`src/rtl/program_loader.sv`:
```
`default_nettype none
// ============================================================================
// Module   : program_loader
// Purpose  : Receives a framed program image over a host byte interface,
//            assembles big-endian 32-bit words and writes them to the
//            instruction memory from address 0. Holds the processor in reset
//            until a whole frame with a good checksum has been written.
// Revision : 1.0  initial release
// ============================================================================
module program_loader #(
  parameter int          ADDR_W = 10,
  parameter int          DEPTH  = 1024,
  parameter logic [7:0]  HDR    = 8'hA5
) (
  input  logic              clk,
  input  logic              reset_n,
  input  logic              rx_valid,
  input  logic [7:0]        rx_data,
  output logic              rx_ready,
  output logic              imem_we,
  output logic [ADDR_W-1:0] imem_addr,
  output logic [31:0]       imem_wdata,
  output logic              cpu_reset,
  output logic              done,
  output logic              error,
  output logic [ADDR_W:0]   word_count
);

  localparam logic [31:0]   C_DEPTH32 = DEPTH;
  localparam logic [ADDR_W:0] C_DEPTH = C_DEPTH32[ADDR_W:0];

  typedef enum logic [2:0] {
    S_IDLE   = 3'd0,
    S_LEN_HI = 3'd1,
    S_LEN_LO = 3'd2,
    S_DATA   = 3'd3,
    S_WRITE  = 3'd4,
    S_CHECK  = 3'd5,
    S_DONE   = 3'd6,
    S_ERROR  = 3'd7
  } state_t;

  state_t      r_state;
  state_t      w_next;
  logic [7:0]  r_len_hi;
  logic [15:0] r_len;
  logic [1:0]  r_idx;
  logic [23:0] r_word;
  logic [7:0]  r_acc;

  logic        w_xfer;
  logic        w_hdr;
  logic [15:0] w_len;
  logic        w_len_bad;
  logic        w_last_word;

  assign w_xfer      = rx_valid && rx_ready;
  assign w_hdr       = w_xfer && (rx_data == HDR);
  assign w_len       = {r_len_hi, rx_data};
  assign w_len_bad   = (w_len == 16'd0) || (32'(w_len) > C_DEPTH32);
  assign w_last_word = ((32'(word_count) + 32'd1) == 32'(r_len));

  // State register
  always_ff @(posedge clk or negedge reset_n) begin
    if (!reset_n) r_state <= S_IDLE;
    else          r_state <= w_next;
  end

  // Next-state decode; only WRITE advances without a byte transfer
  always_comb begin
    w_next = r_state;
    case (r_state)
      S_IDLE, S_DONE, S_ERROR: if (w_hdr) w_next = S_LEN_HI;
      S_LEN_HI: if (w_xfer) w_next = S_LEN_LO;
      S_LEN_LO: if (w_xfer) w_next = w_len_bad ? S_ERROR : S_DATA;
      S_DATA:   if (w_xfer && (r_idx == 2'd3)) w_next = S_WRITE;
      S_WRITE:  w_next = w_last_word ? S_CHECK : S_DATA;
      S_CHECK:  if (w_xfer) w_next = (rx_data == r_acc) ? S_DONE : S_ERROR;
      default:  w_next = S_IDLE;
    endcase
  end

  // Registered outputs and datapath; the write strobe and ready are derived
  // from the upcoming state so they line up with the WRITE cycle
  always_ff @(posedge clk or negedge reset_n) begin
    if (!reset_n) begin
      rx_ready   <= 1'b0;
      imem_we    <= 1'b0;
      imem_addr  <= '0;
      imem_wdata <= '0;
      cpu_reset  <= 1'b1;
      done       <= 1'b0;
      error      <= 1'b0;
      word_count <= '0;
      r_len_hi   <= '0;
      r_len      <= '0;
      r_idx      <= '0;
      r_word     <= '0;
      r_acc      <= '0;
    end else begin
      rx_ready <= (w_next != S_WRITE);
      imem_we  <= (w_next == S_WRITE);
      case (r_state)
        S_IDLE, S_DONE, S_ERROR: begin
          if (w_hdr) begin
            cpu_reset  <= 1'b1;
            done       <= 1'b0;
            error      <= 1'b0;
            word_count <= '0;
            r_acc      <= '0;
          end
        end
        S_LEN_HI: begin
          if (w_xfer) r_len_hi <= rx_data;
        end
        S_LEN_LO: begin
          if (w_xfer) begin
            r_len <= w_len;
            r_idx <= 2'd0;
            if (w_len_bad) error <= 1'b1;
          end
        end
        S_DATA: begin
          if (w_xfer) begin
            r_word <= {r_word[15:0], rx_data};
            r_acc  <= r_acc ^ rx_data;
            r_idx  <= r_idx + 2'd1;
            if (r_idx == 2'd3) begin
              imem_addr  <= word_count[ADDR_W-1:0];
              imem_wdata <= {r_word, rx_data};
            end
          end
        end
        S_WRITE: begin
          if (word_count != C_DEPTH) word_count <= word_count + 1'b1;
        end
        S_CHECK: begin
          if (w_xfer) begin
            if (rx_data == r_acc) begin
              done      <= 1'b1;
              cpu_reset <= 1'b0;
            end else begin
              error     <= 1'b1;
            end
          end
        end
        default: ;
      endcase
    end
  end

endmodule
`default_nettype wire

```
`config.mk`:
```
export PLATFORM = sky130hd
export DESIGN_NAME = program_loader
export DESIGN_NICKNAME = d
export VERILOG_FILES = /design/src/rtl/program_loader.sv
export SDC_FILE = /design/constraint.sdc
export NUM_CORES = 1
export LEC_CHECK = 0
export CORE_UTILIZATION = 52
export CTS_BUF_LIST = sky130_fd_sc_hd__clkbuf_8
export DETAILED_ROUTE_END_ITERATION = 12
export GPL_ROUTABILITY_DRIVEN = 0
export PLACE_DENSITY = 0.79
export SLEW_MARGIN = 20
export SYNTH_ARGS = -nofsm -noshare
export SYNTH_HDL_FRONTEND = slang
export SYNTH_SLANG_ARGS = --single-unit
```
`constraint.sdc`:
```
create_clock -name clk -period 2.2 [get_ports clk]
set_input_delay 0.44 -clock clk [delete_from_list [all_inputs] [get_ports clk]]
set_output_delay 0.44 -clock clk [all_outputs]
set_load 0.005 [all_outputs]
```
# --- After elaboration in Yosys (flattened, before gate mapping) ---
# Index checks and enable logic that the tools add are counted.
classes:
  n_addsub: 3
  mul: 0
  div_mod_pow: 0
  n_lt_le_gt_ge: 1
  n_eq_ne: 22
  shift: 0
  n_mux: 31
  bitwise_logic: 1
  reduce_logical: 21
ops:
  columns: ["cell", "count"]
  rows:
  - ["$mux 11", 2]
  - ["$pmux 11 s2", 1]
  - ["$mux 3", 7]
  - ["$pmux 3 s6", 1]
  - ["$eq 12x16->1", 1]
  - ["$gt 16x11->1 const B", 1]
  - ["$logic_not 16->1", 1]
  - ["$mux 8", 2]
  - ["$ne 2x2->1 const B", 8]
  - ["$pmux 8 s2", 1]
  - ["$eq 3x3->1 const B", 5]
  - ["$add 11x1->12 const B", 1]
  - ["$reduce_and 3->1", 4]
  - ["$add 11x1->11 const B", 1]
  - ["$mux 1", 11]
  - ["$ne 11x11->1 const B", 1]
  - ["$eq 8x8->1", 1]
  - ["$eq 8x8->1 const B", 1]
  - ["$reduce_bool 2->1", 4]
  - ["$xor 8x8->8", 1]
  - ["$eq 3x2->1 const B", 2]
  - ["$reduce_and 2->1", 3]
  - ["$reduce_and 6->1", 1]
  - ["$mux 2", 2]
  - ["other kinds (13)", 16]
word_totals:
  register_bits: 119
  latch_bits: 0
  ramBits: 0
  romBits: 0
  in_bits: 11
  n_memories: 0

# --- Logic depth before layout (Yosys ltp) ---
depth:
  word_depth: 6
  ltp_mapped: 8

# --- Least setup slack after synthesis ---
# No wires, ideal clock.
synth_path:
  path_kind: "in2reg"
  from: "input rx_data[2]"
  to: "register r_state[2]"
  setup_time_ns: 0.120
  arrival_time_ns: 1.991
  required_ns: 2.080
  setup_slack_ns: 0.089
  path_stages: 7
  n_path_buf: 1
  path_cell_list: "buf_4 -> or4_1 -> nor4_4 -> xnor2_1 -> a31oi_1 -> a221o_1 -> a31o_1"
synth_via:
  elab_chain_cells: 5
  elab_cells_between_ends: 9
  cone_classes: "1 x order compare; 1 x eq/ne; 4 x mux; 3 x reduce/logical"
synth_lines:
  columns: ["element", "line_no", "text"]
  rows:
  - ["start: declaration", "18", "input logic [7:0] rx_data,"]
  - ["$gt 16x11->1 / $logic_not 16->1 (equally long branches)", "60", "assign w_len_bad = (w_len == 16'd0) || (32'(w_len) > C_DEPTH32);"]
  - ["$logic_or 1x1->1", "60", null]
  - ["$mux 3 (2 in series)", "75", "S_LEN_LO: if (w_xfer) w_next = w_len_bad ? S_ERROR : S_DATA;"]
  - ["$pmux 3 s6 *", "72", "case (r_state)"]
  - ["via w_next[2]", "44", "state_t w_next;"]
  - ["end signal: assignment", "66", "else r_state <= w_next;"]
  - ["end: declaration", "43", "state_t r_state;"]
# Mark *: on every way through the listed nets, which the timed path passes. The rest lies on a longest branch.
# A chain may end at the register's enable or synchronous reset.

# --- Worst setup path after layout ---
layout_path:
  from: "input rx_data[3]"
  to: "register r_state[2]"
# Same word-level chain as after synthesis.

==> out/results.txt <==
Netlist cell types: 52
Area Overhead vs Synth: 29.0%
highest clock rate: 462 MHz
max-slew violation count: 0
syn_nets: 510
post-route ant nets: 0
num rows: 36
layout cell share with drive strength beyond 1: 26.2%
Die Y: 104 um
vias in the first global route: 4120
Final TNS setup: 0 ns
final hold violations: 0
DRT Wirelength: 12.4 mm
GRT Util Overall: 24.4%
DRT Pass-1 Iters: 5
Detailed Place HPWL: 8.50 mm
largest net degree at the start of global routing: 72
Final Util: 70.6%
most frequent cells in the layout: 117 x dfrtp_1, 91 x nand2_1, 67 x clkdlybuf4s50_1
Buffers on Ports: 68
total grt overflow: 0
vias per cell: 5.59
Residual DRC: 0
commonest non-fill, non-tap cell in the layout: dfrtp_1
Hold Path Class: in -> async
n_diodes: 0
crit start category: primary input
pwr/cell area: 1200 mW/mm2
dpl cells: 709
Routed WL per cell: 16.6 um
Critical Path AT: 2.49 ns
final worst path period need: 2.16 ns
Syn Inst Count: 496
Root Buffer: clkbuf_8
Initial Util: 54.7%
Die X-Extent: 104 um
H-tree levels: 4
Max clock buf depth: 2
outcome: finished clean
Layout fillers: 709
I/O Pins: 69
first-pass GRT wire length: 20.7 mm
# setup viols final: 0
Max-cap violations: 0
Worst Path Max Fanout: 2
Leak: 3.18 nW
fin nets: 611
initial antenna violation count: 0
Die Footprint: 0.0109 mm2
required time of the critical path: 2.52 ns
DRT iter0 DRCs: 262
CTS tree: done
CTS buffer count: 17
Synth warnings: 0
kind of critical path: in -> reg
top_reg_cell synth: dfrtp_1
worst-skew pair later-pin latency: 0.44 ns
Worst Tran Pin Value: 0.508 ns
Post-synth EDFFs: 0
clk sink count: 119
final instance count without filler cells: 743
Reg2Reg Depth: 8
Clock Skew: 0.00761 ns
Yosys reg bits: 119
period utilization: 98.4%
Worst slew margin: 65.8%
Core ar.: 0.00995 mm2
Synth Cell Area: 0.00545 mm2
RSZ-0062 raised after global routing: no
DR vias: 4154
Worst IR Drop VDD: 0.000721 V
sequential cell area fraction in the yosys report: 54.7%
CP endpoint kind: register
clock-pin slew on the worst setup and hold paths: 0.07 ns
synthesized area per cell: 11.0 um2
Async S/R FF share, synth: 100%
==> per-layer routing <==
layer	part of all wire, %	track usage [%]
met5	0	0
met4	1.8	8.98
met3	5.5	5.58
met2	48	37.1
met1	45	34.2
==> flip-flops by register name, indices dropped and copies added, names as in the netlist <==
register and cells:
imem_addr 10, r_idx 2, imem_we 1, error 1
r_acc 8, rx_ready 1, r_len 16, done 1
word_count 11, r_len_hi 8, cpu_reset 1, imem_wdata 32
r_word 24, r_state 3
==> report_power, final <==
| part | internal (W) | switching [W] |
|---|---|---|
| sequential | 0.00299 | 0.000620 |
| clock | 0.00122 | 0.000893 |
| combinational | 0.00147 | 0.00124 |
| total | 0.00568 | 0.00275 |
==> layout make-up <==
cell class / count / area (um2) / share of cell area (%)
Clock buffer: 17 / 234 / 3.33
Tap cell: 133 / 166 / 2.37
Multi-Input combinational cell: 340 / 2330 / 33.2
Timing Repair Buffer: 111 / 1090 / 15.5
Sequential cell: 119 / 2980 / 42.4
Inverter: 8 / 30.0 / 0.428
Clock inverter: 15 / 188 / 2.67
==> cell usage after synthesis (2+ instances only) <==
cell | count | area share [%]
dfrtp_1 | 118 | 54
nand2_1 | 91 | 6.3
mux2_2 | 63 | 13
o21ai_0 | 31 | 2.8
nor2_1 | 29 | 2.0
xnor2_1 | 18 | 2.9
a21oi_1 | 14 | 1.3
buf_2 | 12 | 1.1
clkbuf_1 | 11 | 0.76
nand3_1 | 11 | 1.0
inv_1 | 8 | 0.55
o21ai_2 | 7 | 1.1
nand4_1 | 6 | 0.69
o31ai_1 | 6 | 0.83
nand2b_1 | 5 | 0.57
xor2_1 | 5 | 0.80
a31oi_1 | 4 | 0.46
nor4_1 | 4 | 0.46
and4_1 | 3 | 0.48
buf_6 | 3 | 0.62
ha_1 | 3 | 0.69
mux2i_1 | 3 | 0.55
nor3_1 | 3 | 0.28
a211oi_1 | 2 | 0.28
and3_1 | 2 | 0.23
buf_4 | 2 | 0.28
nor3_2 | 2 | 0.37
nor3b_1 | 2 | 0.28
o32ai_1 | 2 | 0.32
o41ai_1 | 2 | 0.32
or3_1 | 2 | 0.23
or4_1 | 2 | 0.28
==> cells by family after synthesis <==
group | synth area share, %
flops | 54.7
simple gates | 15.0
compound gates | 8.96
xor+xnor | 3.70
buf+inv | 3.40
mux | 13.6
fa+ha+maj | 0.689
==> what timing repair did <==
action / CTS / global route
setup endpoints to repair: 2 / 3
buffers inserted: 0 / 1
hold endpoints to repair: 33 / 0
hold buffers: 1 / 0
resized for setup: 0 / 9
cloned: 0 / 0
pin swaps: 1 / 3
==> metrics by stage <==
stage / hold WS, ns / area (um2) / setup WS [ns] / power [W]
6_report: 0.338 / 7020 / 0.0357 / 0.00843
3_3_place_gp: 0.245 / 6530 / -0.332 / 0.00612
4_1_cts: 0.316 / 6960 / 0.00281 / 0.00843
5_1_grt: 0.342 / 7020 / 0.00433 / 0.00889
2_1_floorplan: 0.144 / 5450 / 0.0890 / 0.00507
3_5_place_dp: 0.245 / 6530 / -0.378 / 0.00629
==> critical path, stage by stage <==
cell,delay (ns)
clkdlybuf4s50_1,0.42
or4_4,0.59
nor4_4,0.26
xnor2_1,0.15
a31oi_1,0.12
a221o_1,0.31
a31o_1,0.19
==> final timing paths <==
kind / startpoint / end / slack, ns
worst min register to register: r_word[20] / r_word[20] / 0.49
worst max register to register: word_count[1] / r_state[1] / 0.08
max in group asynchronous: reset_n / word_count[0] / 1.28
worst min-delay path: reset_n / imem_wdata[12] / 0.34
worst max-delay path: rx_data[3] / r_state[2] / 0.04
min in group clk: r_word[20] / r_word[20] / 0.49
Power figures use the tool's default switching activity.
